### src/rtl/uart_tx_arbiter.sv
// uart_tx_arbiter: round-robin sharing of one uart_tx between N_REQ byte-stream sources
//
// Ports:
//   clk, rst_n       clock; asynchronous active-low reset
//   req_valid_i      per-requester byte valid
//   req_data_i       per-requester byte, requester i at [8i+7:8i]
//   req_last_i       per-requester end-of-packet marker for the presented byte
//   req_ready_o      byte accepted from the granted requester (one-hot or zero)
//   tx_start_o       single-cycle start pulse to uart_tx
//   tx_data_o        byte to uart_tx, zero when tx_start_o is low
//   tx_busy_i        uart_tx busy
//   grant_id_o       index of the current or most recent grantee
//   active_o         a packet is in progress
module uart_tx_arbiter #(
    parameter int N_REQ     = 4,
    parameter int IDW       = $clog2(N_REQ),
    parameter bit HEADER_EN = 1'b1
) (
    input  logic               clk,
    input  logic               rst_n,
    input  logic [N_REQ-1:0]   req_valid_i,
    input  logic [8*N_REQ-1:0] req_data_i,
    input  logic [N_REQ-1:0]   req_last_i,
    output logic [N_REQ-1:0]   req_ready_o,
    output logic               tx_start_o,
    output logic [7:0]         tx_data_o,
    input  logic               tx_busy_i,
    output logic [IDW-1:0]     grant_id_o,
    output logic               active_o
);
    typedef enum logic [2:0] {IDLE, HDR_START, HDR_WAIT, DAT_START, DAT_WAIT} state_e;

    state_e         state_q, state_d;
    logic [IDW-1:0] grant_q, grant_d, rr_ptr_q, rr_ptr_d, winner, idx;
    logic           last_q, last_d, guard_q, guard_d;
    logic           xfer, wait_done;
    logic [7:0]     gbyte;

    // Scan downward from rr_ptr+N to rr_ptr+1 so the closest set bit above rr_ptr wins last.
    always_comb begin
        winner = '0;
        idx    = '0;
        for (int k = N_REQ; k >= 1; k--) begin
            idx = IDW'((int'(rr_ptr_q) + k) % N_REQ);
            if (req_valid_i[idx]) winner = idx;
        end
    end

    assign gbyte     = req_data_i[{grant_q, 3'b000} +: 8];
    assign xfer      = (state_q == DAT_START) && req_valid_i[grant_q];
    // The uart may not have raised busy yet in the first wait cycle, so that cycle is skipped.
    assign wait_done = !guard_q && !tx_busy_i;

    always_comb begin
        state_d  = state_q;
        grant_d  = grant_q;
        rr_ptr_d = rr_ptr_q;
        last_d   = last_q;
        guard_d  = 1'b0;
        case (state_q)
            IDLE: begin
                if (!tx_busy_i && |req_valid_i) begin
                    grant_d = winner;
                    state_d = HEADER_EN ? HDR_START : DAT_START;
                end
            end
            HDR_START: begin
                state_d = HDR_WAIT;
                guard_d = 1'b1;
            end
            HDR_WAIT: begin
                if (wait_done) state_d = DAT_START;
            end
            DAT_START: begin
                if (xfer) begin
                    last_d  = req_last_i[grant_q];
                    state_d = DAT_WAIT;
                    guard_d = 1'b1;
                end
            end
            DAT_WAIT: begin
                if (wait_done) begin
                    state_d = last_q ? IDLE : DAT_START;
                    if (last_q) rr_ptr_d = grant_q;
                end
            end
            default: state_d = IDLE;
        endcase
    end

    always_ff @(posedge clk or negedge rst_n) begin
        if (!rst_n) begin
            state_q  <= IDLE;
            grant_q  <= '0;
            rr_ptr_q <= IDW'(N_REQ - 1);
            last_q   <= 1'b0;
            guard_q  <= 1'b0;
        end else begin
            state_q  <= state_d;
            grant_q  <= grant_d;
            rr_ptr_q <= rr_ptr_d;
            last_q   <= last_d;
            guard_q  <= guard_d;
        end
    end

    assign tx_start_o  = (state_q == HDR_START) || xfer;
    assign tx_data_o   = (state_q == HDR_START) ? (8'hA0 | 8'(grant_q)) : xfer ? gbyte : 8'h00;
    assign req_ready_o = (state_q == DAT_START) ? ({{(N_REQ-1){1'b0}}, 1'b1} << grant_q) : '0;
    assign grant_id_o  = grant_q;
    assign active_o    = state_q != IDLE;
endmodule

### config.mk
export PLATFORM = sky130hd
export DESIGN_NAME = uart_tx_arbiter
export DESIGN_NICKNAME = d
export VERILOG_FILES = /design/src/rtl/uart_tx_arbiter.sv
export SDC_FILE = /design/constraint.sdc
export NUM_CORES = 1
export LEC_CHECK = 0
export ABC_AREA = 1
export CAP_MARGIN = 15
export CORE_ASPECT_RATIO = 1.4
export CORE_MARGIN = 1
export CORE_UTILIZATION = 39
export DETAILED_ROUTE_END_ITERATION = 7
export GPL_TIMING_DRIVEN = 0
export PLACE_DENSITY = 0.8
export SLEW_MARGIN = 20
export SYNTH_ARGS = -nofsm -noshare
export SYNTH_HDL_FRONTEND = slang
export SYNTH_SLANG_ARGS = --single-unit
### constraint.sdc
create_clock -name clk -period 2.05 [get_ports clk]
set_input_delay 0.5125 -clock clk [delete_from_list [all_inputs] [get_ports clk]]
set_output_delay 0.5125 -clock clk [all_outputs]
set_load 0.01 [all_outputs]
==> impl_metrics.toml <==
[clocking]
cts.htree.levels = 1
cts_sinks = 9
path_clk_slew_ns = 0.07
clk_path_buf_depth = 2
cts_hold_buf = 0
clockRootBuffer = "clkbuf_4"
clock_latency_ns = 0.27
numCtsBuffers = 3
cts_tree = "done"

[run_status]
status = "finished with violations"
violations = "negative setup slack"

[critical_path]
cp_common_cell = "buf_6"
critPathArrivalTime_ns = 1.75
cp-end-kind = "output port"
cp_slowest_cell = "dfrtp_1"
crit_chain = "buf_6 > buf_12 > nor2_8 > buf_4 > buf_6 > nand2_1 > nand3_2 > a21oi_2 > o21ai_4 > buf_6"
worstPathMaxFanout = 7
worstPathRequired_ns = 1.54
critPathLaunchType = "flip-flop"
max_stage_delay_ns = 0.39
critical_path_class = "flip-flop to output port"

[power]
power_density_nw_per_um2 = 1300
finalPower_uw = 2530
leakage_uw = 0.000912
ir_worst_vdd_mv = 0.840

[synthesis]
yosys.area.top_type = "nand2_1"
syn_inst = 170
synthArstFlopShare_pct = 100
synth_area_per_cell_um2 = 6.40
netlist-cell-type-count = 28
synth_most_common_cell = "nand2_1"
syn_nets = 213
synth-edff-count = 0
syn-cell-area_um2 = 1090
yosys-top-cells-area = "nand2_1 (25%), dfrtp_1 (16%), a31oi_4 (7.8%)"
ys.flop_type = "dfrtp_1"
synth_top_area_share_pct = 24.5
yosys_warnings = 0
synth-seq-cells = 9
synthTopCellsByCount = "nand2_1 (71), inv_1 (19), nand3_1 (10), a21oi_1 (8), dfrtp_1 (7)"
synth_seq_area_share_pct = 20.9

[floorplanning]
die_width_um = 46.6
core_um2 = 2640
pin_count = 59
die_y_um = 64.5
die_area_um2 = 3010
row_count = 22
start_util_pct = 41.1

[layout]
nets = 293
layoutNonFillerInstCount = 285
antenna_cells = 0
layout-drive-gt1-share_pct = 28.5
syn_to_final_growth_pct = 78.7
final_area_um2 = 1940
n_fill_cell = 236

[worst_hold_path]
min_path_type = "input pin to asynchronous set/reset pin"

[job]
drv_cap = 0

[timing]
rsz0062_at_grt = "true"
period_share_pct = 110
period_minus_slack_ns = 2.26
fmax_ghz = 0.443
worst_slack_ns = -0.209
fin_skew_ns = 0.0126
maxSlewViolCount = 0
setup_violations = 9
worstMarginPinSlew_ns = 0.400
setup_tns_ns = -1.51
slew_headroom_pct = 73.3
hold_violations = 0

[routing]
via_per_inst = 5.03
wl_per_cell_um = 12.5
dr_total_vias = 1433
remaining_drc_errors = 0
postRouteAntennaNets = 0
drtIter0Drc = 27
firstDrtPassIters = 4
wl_mm = 3.55

[grt]
grt-ovfl-total = 0
grt_max_degree = 11
antenna_found_initial = 0
grt_pass1_vias = 1479
track_usage_pct = 25.8
grt_pass1_wl_mm = 5.86

[place]
place.gp.congestion = 0.880
dp_hpwl_mm = 2.62
portBuffers = 58
post-place-cells = 264
placed_area_um2 = 1710
## layer usage
layer	up-vias	GRT usage, %	share of wire [%]
met5	-	0	0
met4	0	11.8	2.1
met3	10	6.41	7.7
met2	64	46.5	55
met1	650	26.0	35
li1	709	-	-
## cells by family after synthesis
family / share of synthesized area [%]
AND/OR/NAND/NOR: 44.0
AO/OA/AOI/OAI: 23.6
flip-flops: 20.9
buffers and inverters: 11.5
## metrics by stage
stage | hold WS (ns) | worst slack, ns | utilization (%)
after floorplan | 0.217 | 0.148 | -
after global routing | 0.550 | -0.289 | 73.5
final | 0.532 | -0.209 | 73.5
after detailed placement | 0.511 | -0.791 | 64.8
after global placement | 0.495 | -0.788 | 64.8
after CTS | 0.526 | -0.210 | 70.5
## cell type report
class                           instances  area, um^2  share of cell area [%]
Sequential cell                         9         229                    11.8
Buffer                                  2        16.3                   0.837
Multi-Input combinational cell        133         806                    41.5
Clock buffer                            4        26.3                    1.35
Inverter                               25         101                    5.22
Timing Repair Buffer                   76         719                    37.0
Tap cell                               36        45.0                    2.32
## placed cells by master, fill, tap and decap left out, types with 4 or more instances in the layout
| cell type | netlist | routed |
|---|---|---|
| nand2_1 | 71 | 69 |
| a21oi_1 | 8 | 7 |
| buf_4 | 0 | 12 |
| dlygate4sd2_1 | 0 | 7 |
| inv_1 | 19 | 18 |
| buf_6 | 1 | 9 |
| nand3_1 | 10 | 9 |
| inv_2 | 5 | 5 |
| clkdlybuf4s50_1 | 0 | 40 |
| buf_2 | 1 | 6 |
| nor2_1 | 6 | 6 |
| dfrtp_1 | 7 | 6 |
| a31oi_4 | 4 | 4 |
| a22oi_2 | 0 | 6 |
| o21ai_0 | 5 | 4 |
## state kept, by name, indices dropped and copies added, names as in the netlist
| signal | flops |
|---|---|
| state_q | 3 |
| grant_id_o | 2 |
| rr_ptr_q | 2 |
| guard_q | 1 |
| last_q | 1 |
## repair_timing
item                       CTS  global route
resized for setup           68            11
setup endpoints to repair   14            13
pin swaps                    6             2
buffers inserted            12             6
## where the power goes
| group | internal, uW | total (uW) | switching, uW |
|---|---|---|---|
| clock | 75.1 | 142 | 66.6 |
| combinational | 928 | 2020 | 1090 |
| sequential | 273 | 370 | 96.9 |
| total | 1280 | 2530 | 1250 |
## worst max-delay path: cells and delay by family, from the launching register on
family          cells  cell delay [ns]
flops               1             0.39
compound gates      2             0.20
buf+inv             5             0.65
simple gates        3             0.24
## worst paths after layout
| kind | startpoint | to | slack (ns) | depth (start not counted) |
|---|---|---|---|---|
| max in group asynchronous | rst_n | rr_ptr_q[0] | 1.18 | 1 |
| max | grant_id_o[1] | tx_data_o[5] | -0.21 | 10 |
| max reg2reg | grant_id_o[1] | last_q | 0.47 | 12 |
| min reg2reg | last_q | last_q | 0.53 | 2 |
| min in group clk | last_q | last_q | 0.53 | 2 |
| min | rst_n | state_q[2] | 0.53 | 1 |
Power figures use the tool's default switching activity.
==> RTL edit, RTL diff (same flow settings) <==
`HEADER_EN`: 1'b1 -> 1'b0.
--- a/src/rtl/uart_tx_arbiter.sv
+++ b/src/rtl/uart_tx_arbiter.sv
@@ -15,5 +15,5 @@
     parameter int N_REQ     = 4,
     parameter int IDW       = $clog2(N_REQ),
-    parameter bit HEADER_EN = 1'b1
+    parameter bit HEADER_EN = 1'b0
 ) (
     input  logic               clk,
Formal check against the unedited RTL: not equivalent (a bounded check fails within 4 cycles, from zero or initial values and one cycle with rst_n low).
==> RTL edit against the original RTL <==
  * The run ends with design-rule violations, negative setup slack left
  * Critical path depth down 2
  * Clock power down 3%
  * Area after synthesis down 10%
  * Routed wire length grew 21%
  * Die area decreased by 10%
  * Core utilization grew 5.4 points
  * Power grew 1.2%
  * Register-to-register slack improved by 40 ps
  * Cell area down 3.9%
  * Sequential cell count unchanged
  * Non-clock buffer count up 6
  * Worst setup slack improved by 35 ps
  * Largest power group unchanged
  * Highest routed layer unchanged
==> RTL edit: results (changes against the original RTL) <==
** Worst hold path
- Worst min-delay path class :: flip-flop to flip-flop

** Logic synthesis
- The count of cell types in the netlist was 26 (-7.1%).
- The sequential fraction of the synthesis area came to 23.4% (+2.4 points).
- Fraction of registers with async set or reset after synthesis :: 100% (unchanged)
- Post-synthesis compound-gate area fraction :: 25.2% (+1.6 points)
- The synthesized-area fraction occupied by adder cells is 0% (unchanged).
- Mapped Nets :: 206 (-3.3%)
- The share of synthesized area spent on multiplexers was 0% (unchanged).
- In the post-synthesis netlist, the biggest area contributors are sky130_fd_sc_hd__nand2_1 24%, sky130_fd_sc_hd__dfrtp_1 18%, sky130_fd_sc_hd__a22oi_1 8.5%.
- By count the netlist is led by 61 x sky130_fd_sc_hd__nand2_1, 19 x sky130_fd_sc_hd__inv_1, 12 x sky130_fd_sc_hd__nand3_1.
- Cells after Synth :: 163 (-4.1%)

** Setup path
- The register-to-register setup slack came to 510 ps (+40 ps).
- The critical path starts at grant_id_o[0].
- The worst setup path is captured at an output pin.
- Endpoint of the most critical register-to-register path :: state_q[1]
- Path depth of the worst reg2reg path :: 8 (-4)
- The most critical setup path has its endpoint at tx_data_o[7].
- The largest fanout on the critical path came to 6 (-1).

** Timing
- Clock Skews :: 1.41 ps (-11.2 ps)
- The final critical-path setup slack is -174 ps (+35.4 ps).
- The final count of negative-setup-slack endpoints came to 9 (unchanged).
- The worst slew margin relative to its limit is 70.8% (-2.4 points).

** Layout
- Ranked by flip-flop count, first place goes to state_q.
- The ratio of cells with drive above 1 in the final layout came to 30.4% (+1.9 points).
- The count of non-filler cells in the finished layout is 270 (-5.3%).
- The count of filler cells inserted in the layout came to 174 (-26%).
- Number of nets in the layout :: 291 (-0.68%)
- The number of flip-flops in the largest register came to 3 (unchanged).

** Route
- The final routed DRC violation total is 2 (+2).
- Number of detailed-routing iterations run before antenna repair :: 7 (+3)
- The amount of wire on met2 after detailed routing came to 2520 um (+29%).
- Met3 WL :: 253 um (-7.3%)
- The number of vias per cell after detailed routing came to 5.63 (+12%).
- The DRC violation total after the first TritonRoute iteration is 60 (+120%).
- The detailed-routing wirelength on met1 is 1310 um (+5.0%).
- Routed wire length :: 4310 um (+21%)

** Placement
- The number of buffers inserted by port buffering is 58 (unchanged).
- The weighted congestion at the end of routability-driven global placement is 0.806 (-8.4%).
- Placed wire-length estimate after detailed placement :: 2840 um (+8.4%)
- Placed instance count :: 244 (-7.6%)
- The worst slack after detailed placement came to -719 ps (+71.8 ps).

** Run status
- The checks that failed: design-rule violations, negative setup slack.
- Result of the run :: complete, but fails checks

** Power
- The maximum vdd ir drop came to 0.877 mV (+4.3%).
- The leakage power of the design was 0.000902 uW (-1.1%).

** GRT
- Vias in the first global route :: 1,532 (+3.6%)
- All-Layer GR Usage :: 31.9% (+6.1 points)
- The first-pass GRT wire length was 6340 um (+8.2%).

** Clocking
- Clk Tree Root Cell :: sky130_fd_sc_hd__clkbuf_4
- Number of buffers inserted during clock tree synthesis :: 3 (unchanged)
==> RTL edit: cell count changes after synthesis, sizes merged, moves of 2 or more <==
cell	delta
nand2	-12
a21oi	+3
nand3	+2
a31oi	-3
a22oi	+6
inv	-4
nor2	+3
==> RTL edit: area by class of cell <==
cell class | count | area, um2 | share of cell area [%]
plain buffers | 4 | 42.5 | 2.28
clock buffers | 4 | 26.3 | 1.41
inverters | 21 | 83.8 | 4.49
multi-input cells | 129 | 721 | 38.6
flip-flops and latches | 9 | 230 | 12.3
well taps | 23 | 28.8 | 1.54
repair buffers | 80 | 734 | 39.3
==> RTL edit: how the worst min path moves through the flow <==
stage,from,to,depth (start not counted)
CTS,last_q,last_q,2
floorplan,rst_n,grant_id_o[0],0
global route,last_q,last_q,2
global placement,last_q,last_q,2
detailed placement,last_q,last_q,2
finish,last_q,last_q,2
==> RTL edit: metal layers <==
metal | track usage, % | up-vias
li1 | - | 707
met1 | 25.8 | 700
met2 | 68.5 | 86
met3 | 6.16 | 28
met4 | 16.0 | 0
met5 | 0 | -
==> RTL edit: per-stage QoR <==
step           TNS, ps  area (um2)  hold WS (ps)  total power (uW)
2_1_floorplan        0         973           217              1290
3_3_place_gp     -6010        1580           471              1780
3_5_place_dp     -6190        1580           475              1840
4_1_cts           -709        1790           491              2330
5_1_grt          -1770        1870           549              2720
6_report         -1350        1870           523              2560
==> RTL edit: power by group <==
part           switching, uW  internal [uW]  total, uW
logic                   1070            939       2010
registers                136            274        410
clock network           62.8           75.1        138
total                   1270           1290       2560
==> RTL edit: worst max-delay path: stages, from the launching register on <==
cell                      delay (ps)
sky130_fd_sc_hd__dfrtp_2         500
sky130_fd_sc_hd__inv_2           120
sky130_fd_sc_hd__nor2_4           50
sky130_fd_sc_hd__a22oi_2         190
sky130_fd_sc_hd__nand2_2         130
sky130_fd_sc_hd__nand2_4         130
sky130_fd_sc_hd__buf_8           130
sky130_fd_sc_hd__o21ai_2          50
sky130_fd_sc_hd__buf_2           150
==> RTL edit: what timing repair did <==
action | in CTS | in global routing
setup endpoints to repair | 13 | 13
pin swaps | 5 | 9
setup buffers | 14 | 7
resized for setup | 70 | 17
cloned | 1 | 0
==> RTL edit: kinds of logic after synthesis <==
kind of cell,count (synthesis)
simple gates,93
buf+inv,25
compound gates,36
flops,9
